`src/rtl/reg_file_dump_engine.sv`:
```
// rtl/reg_file_dump_engine.sv - read-side dump master streaming a wrapping register range
// Fetches two registers per FETCH cycle over both reg_file read ports, then emits them as beats.
module reg_file_dump_engine #(
  parameter int ADDR_WIDTH = 3,
  parameter int REG_WIDTH  = 32
) (
  input  logic                  i_clk,
  input  logic                  i_rst_n,
  input  logic                  i_start,
  input  logic [ADDR_WIDTH-1:0] i_base_addr,
  input  logic [ADDR_WIDTH:0]   i_count,
  output logic                  o_busy,
  output logic                  o_done,
  output logic [ADDR_WIDTH-1:0] o_reg_a_addr_r,
  output logic [ADDR_WIDTH-1:0] o_reg_b_addr_r,
  input  logic [REG_WIDTH-1:0]  i_reg_a_val_r,
  input  logic [REG_WIDTH-1:0]  i_reg_b_val_r,
  output logic [REG_WIDTH-1:0]  o_data,
  output logic [ADDR_WIDTH-1:0] o_data_addr,
  output logic                  o_data_last,
  output logic                  o_data_valid,
  input  logic                  i_data_ready
);

  localparam int NUM_REGS = 1 << ADDR_WIDTH;
  localparam logic [ADDR_WIDTH:0] MAX_COUNT = (ADDR_WIDTH + 1)'(NUM_REGS);
  localparam logic [ADDR_WIDTH:0] ONE       = (ADDR_WIDTH + 1)'(1);
  localparam logic [ADDR_WIDTH:0] TWO       = (ADDR_WIDTH + 1)'(2);

  typedef enum logic [2:0] {
    IDLE,
    FETCH,
    SEND_A,
    SEND_B,
    DONE
  } state_t;

  state_t                state;
  logic [ADDR_WIDTH-1:0] ptr;
  logic [ADDR_WIDTH:0]   remaining;
  logic [REG_WIDTH-1:0]  buf_b;
  logic [ADDR_WIDTH:0]   count_clamped;

  assign count_clamped = (i_count > MAX_COUNT) ? MAX_COUNT : i_count;

  // Beat outputs are loaded one state ahead so they are already stable when valid rises.
  always_ff @(posedge i_clk or negedge i_rst_n) begin
    if (!i_rst_n) begin
      state          <= IDLE;
      ptr            <= '0;
      remaining      <= '0;
      buf_b          <= '0;
      o_busy         <= 1'b0;
      o_done         <= 1'b0;
      o_reg_a_addr_r <= '0;
      o_reg_b_addr_r <= '0;
      o_data         <= '0;
      o_data_addr    <= '0;
      o_data_last    <= 1'b0;
      o_data_valid   <= 1'b0;
    end else begin
      case (state)
        IDLE: begin
          o_done <= 1'b0;
          if (i_start) begin
            o_busy <= 1'b1;
            if (count_clamped != '0) begin
              ptr            <= i_base_addr;
              remaining      <= count_clamped;
              o_reg_a_addr_r <= i_base_addr;
              o_reg_b_addr_r <= i_base_addr + ADDR_WIDTH'(1);
              state          <= FETCH;
            end else begin
              o_done <= 1'b1;
              state  <= DONE;
            end
          end
        end
        FETCH: begin
          buf_b        <= i_reg_b_val_r;
          o_data       <= i_reg_a_val_r;
          o_data_addr  <= ptr;
          o_data_last  <= (remaining == ONE);
          o_data_valid <= 1'b1;
          state        <= SEND_A;
        end
        SEND_A: begin
          if (i_data_ready) begin
            if (remaining == ONE) begin
              o_data_valid <= 1'b0;
              o_data_last  <= 1'b0;
              o_done       <= 1'b1;
              state        <= DONE;
            end else begin
              o_data      <= buf_b;
              o_data_addr <= ptr + ADDR_WIDTH'(1);
              o_data_last <= (remaining == TWO);
              state       <= SEND_B;
            end
          end
        end
        SEND_B: begin
          if (i_data_ready) begin
            o_data_valid <= 1'b0;
            o_data_last  <= 1'b0;
            if (remaining == TWO) begin
              o_done <= 1'b1;
              state  <= DONE;
            end else begin
              remaining      <= remaining - TWO;
              ptr            <= ptr + ADDR_WIDTH'(2);
              o_reg_a_addr_r <= ptr + ADDR_WIDTH'(2);
              o_reg_b_addr_r <= ptr + ADDR_WIDTH'(3);
              state          <= FETCH;
            end
          end
        end
        DONE: begin
          o_done <= 1'b0;
          o_busy <= 1'b0;
          state  <= IDLE;
        end
        default: state <= IDLE;
      endcase
    end
  end

endmodule

```
`config.mk`:
```
export PLATFORM = sky130hd
export DESIGN_NAME = reg_file_dump_engine
export DESIGN_NICKNAME = d
export VERILOG_FILES = /design/src/rtl/reg_file_dump_engine.sv
export SDC_FILE = /design/constraint.sdc
export NUM_CORES = 1
export LEC_CHECK = 0
export CORE_MARGIN = 5
export CORE_UTILIZATION = 50
export CTS_CLUSTER_DIAMETER = 50
export DETAILED_ROUTE_END_ITERATION = 12
export PLACE_DENSITY = 0.83
export SYNTH_ARGS = -nofsm -noshare
export SYNTH_HDL_FRONTEND = slang
export SYNTH_SLANG_ARGS = --single-unit
export TNS_END_PERCENT = 1
```
`constraint.sdc`:
```
create_clock -name i_clk -period 5.9 [get_ports i_clk]
set_clock_uncertainty 0.15 [all_clocks]
set_input_delay 1.18 -clock i_clk [delete_from_list [all_inputs] [get_ports i_clk]]
set_output_delay 1.18 -clock i_clk [all_outputs]
set_load 0.01 [all_outputs]
```
After elaboration in Yosys (flattened, before gate mapping)
Index checks and enable logic that the tools add are counted.

Order comparisons: 1. Multiplexer cells: 45. Equality and inequality tests: 14. Add/sub/neg operators: 5. Reduce and logical (&&, ||, !) cells: 14.

Operators by type and width (count): 2-to-1 mux 32 bit (2); case mux 32 bit (2 select lines) (1); 2-to-1 mux 3 bit (16); 2-to-1 mux 4 bit (5); case mux 3 bit (2 select lines) (3); inequality test 2 bit (second input constant) (8); 2-to-1 mux 1 bit (12); case mux 3 bit (4 select lines) (1); AND reduction 5 bit (2); AND reduction 3 bit (3); case mux 4 bit (2 select lines) (1); nonzero test 4 bit (2); adder 3 x 1 -> 3 bit (second input constant) (2); adder 3 x 2 -> 3 bit (second input constant) (2); equality test 3 x 2 -> 1 bit (second input constant) (2); case mux 1 bit (3 select lines) (2); nonzero test 2 bit (3); equality test 4 x 1 -> 1 bit (second input constant) (1); equality test 4 x 2 -> 1 bit (second input constant) (1); greater-than comparator 4 bit (second input constant) (1); case mux 1 bit (4 select lines) (1); AND reduction 4 bit (1); subtractor 4 x 2 -> 4 bit (second input constant) (1); equality test 3 x 1 -> 1 bit (second input constant) (1); other kinds (5) (5).

Logic and storage cells: 90. Flip-flop bits (word level): 84.

Longest topological paths before layout
Gate-level depths: netlist of run 1.

Word-level depth: 6. Depth in mapped cells: 7. Gate-level depth less buffers: 6.

Worst setup path before layout of run 1
No wires, ideal clock.

Path type: input to register. From: in i_count[0]. To: reg o_reg_b_addr_r[0]. Buffers on the path: 0. Stages on the path: 4. Path slack: 3086 ps. Data arrival time: 2539 ps. Path through: or4_1 > a32oi_1 > nor2_1 > mux2_2.

Cells in the longest elaborated chain, start to end: 5.

Ends and longest elaborated chain: from (decl) (RTL line 11) `input logic [ADDR_WIDTH:0] i_count,`; greater-than comparator 4 bit (RTL line 44) `assign count_clamped = (i_count > MAX_COUNT) ? MAX_COUNT : i_count;`; 2-to-1 mux 4 bit (*) (RTL line 44); nonzero test 4 bit (*) (RTL line 67) `if (count_clamped != '0) begin`; inequality test 2 bit (no source line) (*); AND reduction 5 bit (no source line) (*); to (signal assigned) (RTL line 71) `o_reg_b_addr_r <= i_base_addr + ADDR_WIDTH'(1);`; to (signal assigned) (RTL line 113) `o_reg_b_addr_r <= ptr + ADDR_WIDTH'(3);`; to (decl) (RTL line 15) `output logic [ADDR_WIDTH-1:0] o_reg_b_addr_r,`.

Mark *: on every way between the ends. The rest lies on a longest branch, timed or not. A chain may end at the register's enable or synchronous reset.

Worst setup path after layout of run 1
From: in i_count[1]. To: reg o_reg_b_addr_r[1].

The elaborated chain is that of the path after synthesis.

==> metrics.md, run 1 <==
| Metric | Value |
|---|---|
| Status | completed |
| CP Class | input pin to register |
| Main flop type after synthesis | dfrtp_1 |
| # DRC | 0 |
| Row cnt | 31 |
| Critical path launch point type | input pin |
| Via count | around 3000 |
| Die height | between 90 and 100 um |
| CP startpoint | i_count[1] |
| Port buffer count | around 120 |
| Worst-path maximum fanout | 6 |
| First-pass GRT wire length | approximately 15000 um |
| Hold Path Class | register to register |
| Fin crit share | 0.535 |
| # fillers | 525 |
| Worst skew pair latency | ~0.34 ns |
| Design Power | 2860 uW |
| Max Cap Viol | 0 |
| Drt initial violations | 114 |
| Fraction of registers with async set/reset | 1.00 |
| I/O pin cnt | 120 |
| Crit path DAT | about 3.2 ns |
| VDD IR max | 261 uV |
| Clk root buf | clkbuf_8 |
| Clock sinks | between 80 and 90 |
| TritonCTS Buffers | 9 |
| Syn avg cell area | around 12 um2 |
| Synth Net Count | ~400 |
| Antenna viol nets, final | 0 |
| Slew HR | 0.319 |
| Crit. End Element | register |
| Post-cts gate resize count | 0 |
| Die ar. | ~9500 um2 |
| Synthesis-to-layout area growth | 39.2% |
| Fin. max-slew vios | 0 |
| Detailed placement HPWL | about 6400 um |
| Final setup fails | 0 |
| Mapped cell area | about 3800 um2 |
| Nets@finish | 522 |
| Post-synth EDFFs | 0 |
| H-tree depth | 3 |
| R2R Path Start | remaining[1] |
| Reg clk slew, reported paths | approximately 0.08 ns |
| Top cells by area, synth | dfrtp_1 (55%), mux2_2 (11%), mux2i_1 (9.2%), o21ai_0 (5.8%), nand2_1 (3.9%) |
| Reg area | ~2100 um2 |
| WL final | a little over 9000 um |
| Post-CTS setup buffer count | 0 |
| Yosys warns | 0 |
| Mapped Cells | between 300 and 400 |
| Met2 usage | 0.322 |
| Sequential share of the synthesized area | 0.551 |
| TritonCTS clock tree | done |
| GR Overflow Total | 0 |
| Antenna Cells | 0 |
| Post-synth top area cell | dfrtp_1 |
| Area of the multi-input gates | 1620 um2 |
| WL/cell | roughly 17 um |
| Clock tree buffer depth | 2 |
| Hold Fails Final Rpt | 0 |
| Maximum number of pins on one net before global-route repair | 85 |
| Met1 Resource Use GR | 0.244 |
| Top cell type's share of synthesized area | 0.551 |
| Power density over cell area | roughly 540 nW/um2 |
| GR Util met3 | 0.0495 |
| CTS Hold Bufs | 0 |
| GPL Wtd Cong | 0.836 |
| RSZ-0062 raised after global routing | no |
| Distinct cell type count after synthesis | 41 |
| GRT Total Usage | 0.195 |
| Flops & latches, synth | 84 |
| Number of vias per cell | 5.36 |
| Initial core utilization | 0.521 |
| Worst Hold Launch | o_data[3] |
| Max Freq | ~320 MHz |
| Share of layout cells above drive strength 1 | 0.152 |
| Die Wd | roughly 100 um |
| Total core area | roughly 7300 um2 |
| LEAKAGE | 0.00221 uW |
| First-pass DRT Iterations | 4 |
| Worst-margin pin slew | 1.02 ns |
| GRT busiest layer | met2 |
| Vias in the first global route | around 3000 |
| Minimum clock period | 3.16 ns |
| Initial antenna violation count | 0 |
| WP data required | 5.97 ns |
| Fin Setup TNS | 0 ns |
==> per-layer routing <==
metal,vias up,share of wire,routed length (um)
met4,0,0.025,231
met1,1412,0.42,3860
met5,-,0,0
met2,102,0.49,4500
li1,1398,-,-
met3,19,0.057,519
==> metrics by stage <==
step                      setup slack (ns)   util  instances  hold WS, ns  area [um2]
final                                 2.74  0.725        547        0.331        5310
after global routing                  2.61  0.725        547        0.371        5310
after CTS                             2.76  0.725        547        0.338        5310
after detailed placement              2.43  0.694        531        0.320        5090
after global placement                2.53  0.694        531        0.311        5090
after floorplan                       3.09      -        329        0.330        3820
==> synth_stat cells (2+ instances only) <==
cell type,count
dfrtp_1,84
o21ai_0,44
nand2_1,40
mux2_2,38
mux2i_1,35
buf_2,9
a21oi_1,8
clkbuf_1,8
inv_1,8
nor2_1,8
ha_1,4
a211oi_1,3
nand3_1,3
xnor2_1,3
a2bb2oi_1,2
and3_1,2
buf_1,2
nor3b_1,2
o22ai_1,2
o31ai_1,2
or2_2,2
==> cells in the final DEF (no fill, tap or decap), drive strengths merged, types with 3 or more instances in the layout <==
master	count
clkdlybuf4s50	118
buf	4
nand2	40
xnor2	3
nor2	8
mux2i	35
inv	8
dfrtp	84
ha	4
a211oi	3
o21ai	44
a21oi	8
mux2	38
nand3	3
clkbuf	11
==> report_power, final <==
part | leakage, uW | switching (uW) | total (uW) | internal, uW
Sequential | 0.00101 | 206 | 1070 | 869
Clock | 0.000110 | 202 | 454 | 252
Combinational | 0.00108 | 621 | 1340 | 715
==> critical path: stages <==
cell and delay [ns]:
clkdlybuf4s50_1 0.46, or4_1 0.55, a32oi_1 0.44, nor2_1 0.25, mux2_2 0.34
==> flip-flops by register name, indices dropped and copies added (netlist names) <==
register        count
o_data_valid        1
buf_b              32
o_busy              1
o_data_last         1
o_data_addr         3
o_done              1
ptr                 3
o_data             32
state               3
remaining           4
o_reg_b_addr_r      3
==> final timing paths <==
kind | end | slack, ns | cells past startpoint
setup reg to reg | o_data_addr[1] | 3.08 | 4
setup / recovery | o_reg_b_addr_r[1] | 2.74 | 5
min in group asynchronous | ptr[0] | 0.87 | 1
max in group asynchronous | state[1] | 4.08 | 1
hold reg to reg | o_data[3] | 0.33 | 2
hold / removal | o_data[3] | 0.33 | 2
==> final cells by class <==
type	instances	share of cell area
repair buffers	122	0.228
clock buffers	11	0.0266
well taps	99	0.0233
flip-flops and latches	84	0.396
clock inverters	5	0.0160
multi-input cells	218	0.305
inverters	8	0.00565
==> logic make-up after synthesis <==
| logic type | share of synthesized area |
|---|---|
| mux | 0.204 |
| compound gates | 0.108 |
| fa+ha+maj | 0.0131 |
| buf+inv | 0.0295 |
| simple gates | 0.0859 |
| flops | 0.551 |
| xor+xnor | 0.00918 |
(Power assumes the default switching activity.)
==> inputs of run 2 (changes only) <==
--- a/config.mk
+++ b/config.mk
@@ -6,10 +6,10 @@
 export NUM_CORES = 1
 export LEC_CHECK = 0
 export CORE_MARGIN = 5
-export CORE_UTILIZATION = 50
+export CORE_UTILIZATION = 47
 export CTS_CLUSTER_DIAMETER = 50
 export DETAILED_ROUTE_END_ITERATION = 12
-export PLACE_DENSITY = 0.83
+export PLACE_DENSITY = 0.79
 export SYNTH_ARGS = -nofsm -noshare
 export SYNTH_HDL_FRONTEND = slang
 export SYNTH_SLANG_ARGS = --single-unit
==> constraint.sdc (replaced) <==
create_clock -name i_clk -period 3.2 [get_ports i_clk]
set_clock_uncertainty 0.15 [all_clocks]
set_input_delay 0.64 -clock i_clk [delete_from_list [all_inputs] [get_ports i_clk]]
set_output_delay 0.64 -clock i_clk [all_outputs]
set_load 0.01 [all_outputs]
==> run 2 against run 1 <==
Sequential share of layout area shrank 0.29 points. Routed wire length increased by 0.37%. Setup slack got worse by 1.9 ns. Critical path depth did not move. Largest cell class unchanged.
==> metrics.md, run 2 (synthesized netlist as in run 1, its figures left out) <==
| Metric | Value |
|---|---|
| Status | completed |
| GPL Wtd Cong | ~0.85 |
| Hold Fails Final Rpt | 0 |
| Vias in the first global route | approximately 3100 |
| Crit path DAT | 2.45 ns |
| Critical path's top delay family | simple AND/OR/NAND/NOR gates |
| Number of vias per cell | between 5 and 6 |
| Fin. max-slew vios | 0 |
| Nets@finish | between 500 and 600 |
| Synthesis-to-layout area growth | 40.3% |
| Clock tree buffer depth | 2 |
| Max Cap Viol | 0 |
| Final setup fails | 0 |
| WP data required | roughly 3.3 ns |
| Fin crit share | 0.738 |
| Maximum number of pins on one net before global-route repair | between 80 and 90 |
| Power density over cell area | ~990 nW/um2 |
| Max Freq | about 420 MHz |
| Fin Setup TNS | 0 ns |
| GR Overflow Total | 0 |
| RSZ-0062 raised after global routing | no |
| Worst-margin pin slew | between 1 and 1.5 ns |
| Die Wd | 100 um |
| Antenna viol nets, final | 0 |
| Post-CTS setup buffer count | 0 |
| Fin util | 0.686 |
| TritonCTS Buffers | 9 |
| Crit path cell chain | clkdlybuf4s50_1 > or4_1 > a32oi_1 > nor2_1 > mux2_2 |
| Commonest non-fill, non-tap cell in the layout | clkdlybuf4s50_1 |
| Worst slack at placement | around 0.48 ns |
| Worst path slowest cell | or4_1 |
| Worst skew pair latency | approximately 0.35 ns |
| Antenna Cells | 0 |
| Clk root buf | clkbuf_8 |
| Cell internal pwr | between 3000 and 4000 uW |
| Sequential share of power | 0.372 |
| Clock power share | 0.161 |
| Design Power | 5320 uW |
| First-pass DRT Iterations | 4 |
| Worst Path Buf+Inv | 1 |
| Detailed placement HPWL | 6500 um |
| Clock sinks | 84 |
| Share of layout cells above drive strength 1 | 0.158 |
| Worst-path maximum fanout | 6 |
| Total core area | ~7800 um2 |
| GRT Total Usage | 0.186 |
| Net switching power figure | between 1500 and 2000 uW |
| First-pass GRT wire length | 14800 um |
| Initial core utilization | 0.489 |
| Crit. End Element | register |
| Slew HR | 0.303 |
| H-tree depth | 3 |
| Initial antenna violation count | 0 |
| CP max stage delay | about 0.54 ns |
| Hold_ws | approximately 0.31 ns |
| Drt initial violations | 140 |
| Die height | between 100 and 150 um |
| VDD IR max | 437 uV |
| Hold Path Class | input pin to asynchronous set/reset pin |
| Critical path launch point type | input pin |
| Final WS setup | 0.839 ns |
| CTS Hold Bufs | 0 |
| WL/cell | approximately 17 um |
| Minimum clock period | 2.36 ns |
| Die ar. | 10000 um2 |
| # DRC | 0 |
| I/O pin cnt | 120 |
| Post-cts gate resize count | 0 |
| Reg clk slew, reported paths | 0.09 ns |
| Largest regs | buf_b: 32 flops, o_data: 32 flops, remaining: 4 flops |
| CP Class | input pin to register |
| Port buffer count | 119 |
| Via count | ~2900 |
| TritonCTS clock tree | done |
| Switching share of total power | 0.357 |
| Row cnt | 32 |
| WL final | 9140 um |
| Commonest cells after routing, fill and taps aside | clkdlybuf4s50_1 (118), dfrtp_1 (84), o21ai_0 (44), nand2_1 (40), mux2_2 (38) |
| LEAKAGE | approximately 0.0022 uW |
| Comb pwr share | 0.467 |
[run 2: cell count changes in the layout (fill, tap and decap cells not counted), sizes merged]
cell	before	now
inv	8	9
clkbuf	11	10
buf	4	6
[run 2: final cells by class]
class	count	area (um2)
clock buffers	10	138
clock inverters	6	96.3
fillers	609	2450
inverters	8	30.0
multi-input cells	218	1620
flip-flops and latches	84	2100
well taps	102	128
repair buffers	124	1240
[run 2: worst paths after layout]
check | from | endpoint | slack (ns) | cells after the start
worst min register to register | o_data[12] | o_data[12] | 0.33 | 2
min in group i_clk | o_data[12] | o_data[12] | 0.33 | 2
worst max register to register | remaining[1] | o_data[23] | 0.95 | 4
worst max-delay path | i_count[1] | o_reg_b_addr_r[1] | 0.84 | 5
worst min-delay path | i_rst_n | o_reg_b_addr_r[0] | 0.31 | 1
max in group asynchronous | i_rst_n | buf_b[13] | 1.91 | 1
[run 2: metal layers]
metal  track usage  vias to the layer above  part of all wire
met5             0                        -                 0
met4        0.0870                        0             0.029
met3        0.0410                       20             0.058
met2         0.298                       99              0.47
met1         0.240                     1377              0.44
li1              -                     1403                 -
[run 2: per-stage QoR]
step	std cells	instance area, um2
2_1_floorplan	329	3820
3_3_place_gp	536	5120
5_1_grt	552	5350
6_report	552	5350
3_5_place_dp	536	5120
4_1_cts	552	5350
[run 2: worst register-to-register path: cells and delay by family (launching register included)]
kind / cells / cell delay, ns
buffers and inverters: 1 / 0.39
AND/OR/NAND/NOR: 1 / 0.72
AO/OA/AOI/OAI: 2 / 0.42
flip-flops: 1 / 0.44
[run 2: power groups by stage]
stage	Clock [uW]	Combinational [uW]	Sequential [uW]
4_1_cts	876	2520	1980
6_report	858	2480	1980
2_1_floorplan	0	1450	2000
3_3_place_gp	0	2440	1980
3_5_place_dp	0	2520	1990
5_1_grt	928	2740	2060
